`src/rtl/shift_pkg.sv`:
```
// Shared types and fill-bit selection for the shift_reg_n datapath and its sequencer.
package shift_pkg;

  typedef enum logic [1:0] {
    SHIFT_SERIAL = 2'd0,
    SHIFT_ROTATE = 2'd1,
    SHIFT_ARITH  = 2'd2,
    SHIFT_ZERO   = 2'd3
  } shift_mode_t;

  typedef enum logic [1:0] {
    S_IDLE = 2'd0,
    S_RUN  = 2'd1,
    S_DONE = 2'd2
  } shift_state_t;

  // Bit entering the vacated end; dir: 0 = right, 1 = left.
  function automatic logic next_fill(input shift_mode_t mode, input logic dir,
                                     input logic a_msb, input logic out_bit,
                                     input logic sin);
    logic f;
    unique case (mode)
      SHIFT_SERIAL: f = sin;
      SHIFT_ROTATE: f = out_bit;
      SHIFT_ARITH:  f = dir ? 1'b0 : a_msb;
      default:      f = 1'b0;
    endcase
    return f;
  endfunction

endpackage

```
`src/rtl/shift_seq_ctrl.sv`:
```
// Sequencer for shift_reg_n: IDLE/RUN/DONE FSM, down-counter, Dir/Mode latch, Busy/Done.
module shift_seq_ctrl
  import shift_pkg::*;
#(
  parameter int WIDTH = 8,
  parameter int CNT_W = 4
) (
  input  logic             Clk,
  input  logic             Reset,
  input  logic             Load,
  input  logic             Shift_En,
  input  logic             Start,
  input  logic [CNT_W-1:0] Count,
  input  logic             Dir,
  input  shift_mode_t      Mode,
  output logic             do_shift,
  output logic             do_load,
  output logic             eff_dir,
  output shift_mode_t      eff_mode,
  output logic             Busy,
  output logic             Done
);

  shift_state_t     state_q, state_nxt;
  logic [CNT_W-1:0] cnt_q, cnt_nxt, cnt_sat;
  logic             dir_q, dir_nxt;
  shift_mode_t      mode_q, mode_nxt;

  assign cnt_sat = (Count > CNT_W'(WIDTH)) ? CNT_W'(WIDTH) : Count;

  always_comb begin
    state_nxt = S_IDLE;
    cnt_nxt   = cnt_q;
    dir_nxt   = dir_q;
    mode_nxt  = mode_q;
    do_shift  = 1'b0;
    do_load   = 1'b0;
    eff_dir   = Dir;
    eff_mode  = Mode;
    unique case (state_q)
      S_RUN: begin
        eff_dir  = dir_q;
        eff_mode = mode_q;
        if (Load) begin
          do_load   = 1'b1;
          cnt_nxt   = '0;
          state_nxt = S_IDLE;
        end else begin
          do_shift  = 1'b1;
          cnt_nxt   = cnt_q - CNT_W'(1);
          state_nxt = (cnt_q == CNT_W'(1)) ? S_DONE : S_RUN;
        end
      end
      S_IDLE, S_DONE: begin
        if (Load) begin
          do_load = 1'b1;
        end else if (Start) begin
          dir_nxt   = Dir;
          mode_nxt  = Mode;
          cnt_nxt   = cnt_sat;
          state_nxt = (Count == '0) ? S_DONE : S_RUN;
        end else if (Shift_En) begin
          do_shift = 1'b1;
        end
      end
      default: state_nxt = S_IDLE;
    endcase
  end

  // Busy/Done are flopped from the next state so they align with state_q.
  always_ff @(posedge Clk or negedge Reset) begin
    if (!Reset) begin
      state_q <= S_IDLE;
      cnt_q   <= '0;
      dir_q   <= 1'b0;
      mode_q  <= SHIFT_SERIAL;
      Busy    <= 1'b0;
      Done    <= 1'b0;
    end else begin
      state_q <= state_nxt;
      cnt_q   <= cnt_nxt;
      dir_q   <= dir_nxt;
      mode_q  <= mode_nxt;
      Busy    <= (state_nxt == S_RUN);
      Done    <= (state_nxt == S_DONE);
    end
  end

endmodule

```
`src/rtl/shift_reg_n.sv`:
```
// N-bit shift register with parallel load, four fill modes and auto-sequenced shifts.
// Optional Parity output enabled by defining SHIFT_REG_N_PARITY_EN.
module shift_reg_n
  import shift_pkg::*;
#(
  parameter  int WIDTH = 8,
  localparam int CNT_W = $clog2(WIDTH + 1)
) (
  input  logic             Clk,
  input  logic             Reset,
  input  logic             Load,
  input  logic             Shift_En,
  input  logic             Start,
  input  logic [CNT_W-1:0] Count,
  input  logic             Dir,
  input  logic [1:0]       Mode,
  input  logic             Shift_In,
  input  logic [WIDTH-1:0] D,
  output logic             Shift_Out,
  output logic [WIDTH-1:0] A,
  output logic             Busy,
  output logic             Done
`ifdef SHIFT_REG_N_PARITY_EN
  ,
  output logic             Parity
`endif
);

  logic             do_shift, do_load, eff_dir, out_bit, fill;
  shift_mode_t      eff_mode;
  logic [WIDTH-1:0] a_q, a_nxt;

  shift_seq_ctrl #(
    .WIDTH (WIDTH),
    .CNT_W (CNT_W)
  ) u_ctrl (
    .Clk      (Clk),
    .Reset    (Reset),
    .Load     (Load),
    .Shift_En (Shift_En),
    .Start    (Start),
    .Count    (Count),
    .Dir      (Dir),
    .Mode     (shift_mode_t'(Mode)),
    .do_shift (do_shift),
    .do_load  (do_load),
    .eff_dir  (eff_dir),
    .eff_mode (eff_mode),
    .Busy     (Busy),
    .Done     (Done)
  );

  assign out_bit   = eff_dir ? a_q[WIDTH-1] : a_q[0];
  assign Shift_Out = out_bit;
  assign A         = a_q;

  always_comb begin
    fill  = next_fill(eff_mode, eff_dir, a_q[WIDTH-1], out_bit, Shift_In);
    a_nxt = a_q;
    if (do_load)
      a_nxt = D;
    else if (do_shift)
      a_nxt = eff_dir ? {a_q[WIDTH-2:0], fill} : {fill, a_q[WIDTH-1:1]};
  end

  always_ff @(posedge Clk or negedge Reset) begin
    if (!Reset) a_q <= '0;
    else        a_q <= a_nxt;
  end

`ifdef SHIFT_REG_N_PARITY_EN
  // Parity is taken from a_nxt so it lands on the same edge as A.
  always_ff @(posedge Clk or negedge Reset) begin
    if (!Reset) Parity <= 1'b0;
    else        Parity <= ^a_nxt;
  end
`endif

endmodule

```
`config.mk`:
```
export PLATFORM = sky130hd
export DESIGN_NAME = shift_reg_n
export DESIGN_NICKNAME = d
export VERILOG_FILES = /design/src/rtl/shift_pkg.sv /design/src/rtl/shift_seq_ctrl.sv /design/src/rtl/shift_reg_n.sv
export SDC_FILE = /design/constraint.sdc
export NUM_CORES = 1
export LEC_CHECK = 0
export ABC_CLOCK_PERIOD_IN_PS = 1600
export BUFFER_PORTS_ARGS = -buffer_cell sky130_fd_sc_hd__buf_4
export CAP_MARGIN = 20
export CORE_UTILIZATION = 47
export DETAILED_ROUTE_END_ITERATION = 8
export GPL_TIMING_DRIVEN = 0
export PLACE_DENSITY = 0.75
export SYNTH_ARGS = -nofsm -noshare
export SYNTH_HDL_FRONTEND = slang
export SYNTH_SLANG_ARGS = --single-unit
```
`constraint.sdc`:
```
create_clock -name Clk -period 1.6 [get_ports Clk]
set_input_delay 0.32 -clock Clk [delete_from_list [all_inputs] [get_ports Clk]]
set_output_delay 0.32 -clock Clk [all_outputs]
set_load 0.01 [all_outputs]
```
==> results.py <==
metrics = {
    "yosys": {
        "ys.warnings.count": 0,
        "syn_area_per_cell_sq_um": 9.394,
        "syn_inst": 130,
        "ys.flop_type": "dfrtp_1",
        "syn_nets": 153,
        "synthArstFlopShare_pct": 100.0,
        "ys_types": 33,
        "netlist_area_sq_um": 1221,
        "synth_edf_count": 0,
        "synth_seq_cells": 19,
        "ys_seq_area_share_pct": 38.93,
    },
    "die": {
        "io_pins": 32,
        "fp.dieW_um": 52.97,
        "die_h_um": 52.97,
        "start_util_pct": 49.75,
        "die-area_sq_um": 2806,
        "rows": 18,
        "core_sq_um": 2455,
    },
    "finish": {
        "final_nets": 195,
        "fin_cells": 201,
        "final_common_cell": "buf_4",
        "final_util_pct": 64.98,
        "drive_gt1_share_pct": 32.75,
        "final_cell_mix": "buf_4 (37), dfrtp_1 (19), a21oi_1 (15)",
        "syn_to_final_growth_pct": 30.64,
        "insertedDiodeCount": 0,
    },
    "global_route": {
        "grt_antenna_before_repair": 0,
        "grt_pass1_wl_um": 4671,
        "grt_overflow_total": 0,
        "grt_pass1_vias": 1074,
        "grt_usage_pct": 23.42,
        "grt_start_max_net_pins": 20,
    },
    "setup_path": {
        "path_cells": "nor2b_4, mux2_4, mux2_4, buf_6",
        "crit_required_ps": 1280,
        "start_kind": "register",
        "r2r_end": "A[7]",
        "crit_top_cell": "mux2_4",
        "critPathKind": "register to output port",
        "cp_max_fo": 2,
        "critical_path_arrival_ps": 1650,
        "worstRegToRegCells": 5,
        "r2r_start": "u_ctrl.state_q[1]",
        "slowest_delay_ps": 430,
        "worst_setup_path_end_kind": "output port",
        "crit_slowest_cell": "dfrtp_1",
        "r2r_slack_ps": 60,
    },
    "sta": {
        "tightest_slew_ps": 445.0,
        "fmax_mhz": 506.6,
        "finalHoldViolations": 0,
        "maxSlewViolCount": 0,
        "setup_viol": 1,
        "rsz0062_at_grt": "yes",
        "fin_setup_tns_ps": -374.0,
        "fin_ws_ps": -374.0,
        "fin_crit_ps": 1974,
        "clock_skew_ps": 7.020,
        "fin_crit_sh_pct": 123.4,
        "relSlewSlack_pct": 70.33,
    },
    "clock_network": {
        "clk_pin_slew_ps": 120,
        "cts_buffers": 3,
        "clockRootBuffer": "clkbuf_4",
        "cts_tree": "done",
        "cts_buffer_depth": 2,
        "cts_sinks": 19,
        "htreeDepth": 1,
        "clkLatencyLatePin_ps": 300,
    },
    "power_and_ir_drop": {
        "p_total_mw": 1.557,
        "ir_worst_vdd_v": 0.0006741,
        "power_density_nw_per_um2": 976.3,
        "cellLeakagePower_nw": 0.7220,
    },
    "drt": {
        "highest_layer": "met4",
        "via_per_inst": 5.667,
        "post-route-drc-count": 0,
        "drt_iter0_drc": 32,
        "drtPass1Iterations": 4,
        "routed_wl_um": 3007,
        "dr_wl_met3_um": 141,
        "dr_wl_met2_um": 1506,
        "wl_met1_um": 1310,
        "final_antenna_net_count": 0,
        "via_count": 1139,
        "wire_per_inst_um": 14.96,
    },
    "run_status": {
        "violations": "negative setup slack",
        "outcome": "complete, but fails checks",
    },
    "placed_design": {
        "gp_congestion": 0.7547,
        "dpl.cell_count": 191,
        "place_ws_ps": -316.5,
        "port_buffers": 31,
        "dp_hpwl_um": 2120,
    },
    "hold_path": {
        "min_path_type": "input port to register",
        "holdPathStages": 2,
        "hp-start": "Mode[1]",
        "worstHoldEndpoint": "u_ctrl.mode_q[1]",
    },
    "flow_run": {
        "maxCapViolCount": 0,
    },
}
==> sequential cells by signal, summed over array words and instances, names as in the netlist <==
| signal | cells |
|---|---|
| u_ctrl.cnt_q | 4 |
| u_ctrl.mode_q | 2 |
| u_ctrl.dir_q | 1 |
| u_ctrl.state_q | 2 |
| u_ctrl.Done | 1 |
| u_ctrl.Busy | 1 |
| A | 8 |
==> cell families after synthesis <==
| group | share of synthesized area (%) |
|---|---|
| and+or+nand+nor | 21.82 |
| DFF | 38.93 |
| AOI/OAI and AO/OA | 20.19 |
| muxes | 13.42 |
| adders and majority gates | 2.049 |
| buffers and inverters | 3.586 |
==> layout make-up <==
class,instances,area [sq um]
fillers,211,859.6
multi-input cells,104,734.5
flip-flops and latches,19,475.5
repair buffers,39,299.0
well taps,30,37.54
clock buffers,3,22.52
plain buffers,3,13.76
inverters,2,7.507
clock inverters,1,5.005
==> power by group <==
part           total [mW]  internal (mW)  switching (mW)  leakage [nW]
Clock               0.251         0.0932           0.158        0.0177
Sequential          0.685          0.573           0.112         0.230
Combinational       0.621          0.326           0.295         0.475
==> stage by stage <==
stage	hold slack, ps	area (sq um)
2_1_floorplan	24.41	1221
3_3_place_gp	206.3	1491
3_5_place_dp	207.0	1491
4_1_cts	270.1	1548
5_1_grt	274.0	1595
6_report	274.6	1595
==> layer usage <==
layer	GRT usage (%)	vias up
li1	-	555
met1	28.60	550
met2	39.66	28
met3	3.736	6
met4	11.40	0
met5	0	-
==> critical path, delay by kind of cell, from the launching register on <==
kind / cells / cell delay (ps)
mux: 2 / 640
buf+inv: 1 / 120
flops: 1 / 430
simple gates: 1 / 160
==> how the worst max path moves through the flow <==
stage / startpoint / end / slack, ps / cells after the start
floorplan: u_ctrl.state_q[1] / Shift_Out / -120 / 5
global placement: u_ctrl.state_q[1] / Shift_Out / -290 / 6
detailed placement: u_ctrl.state_q[1] / Shift_Out / -320 / 6
CTS: u_ctrl.state_q[1] / Shift_Out / -410 / 5
global route: u_ctrl.state_q[1] / Shift_Out / -420 / 4
finish: u_ctrl.state_q[1] / Shift_Out / -370 / 4
==> synthesized netlist by cell type, types with 2 or more instances <==
library cell	n	area, sq um
buf_6	2	22.52
mux2i_1	10	100.1
nand3b_1	6	45.04
inv_1	2	7.510
mux2_2	3	33.78
buf_2	2	10.01
o21ai_0	12	60.06
nand2b_1	7	43.79
dfrtp_1	19	475.5
o211ai_1	3	22.52
nor2b_1	5	31.28
mux2_4	2	30.03
nand2_1	8	30.03
a21oi_1	15	75.07
a32oi_1	2	17.52
ha_1	2	25.02
nor2_1	14	52.55
==> repair_timing <==
action | CTS | global route
endpoints found under the hold margin | 19 | 0
pin swaps | 0 | 1
hold buffers | 1 | 0
resized for setup | 2 | 6
endpoints found under the setup margin | 2 | 13
setup buffers | 3 | 4
(Power assumes the default switching activity.)
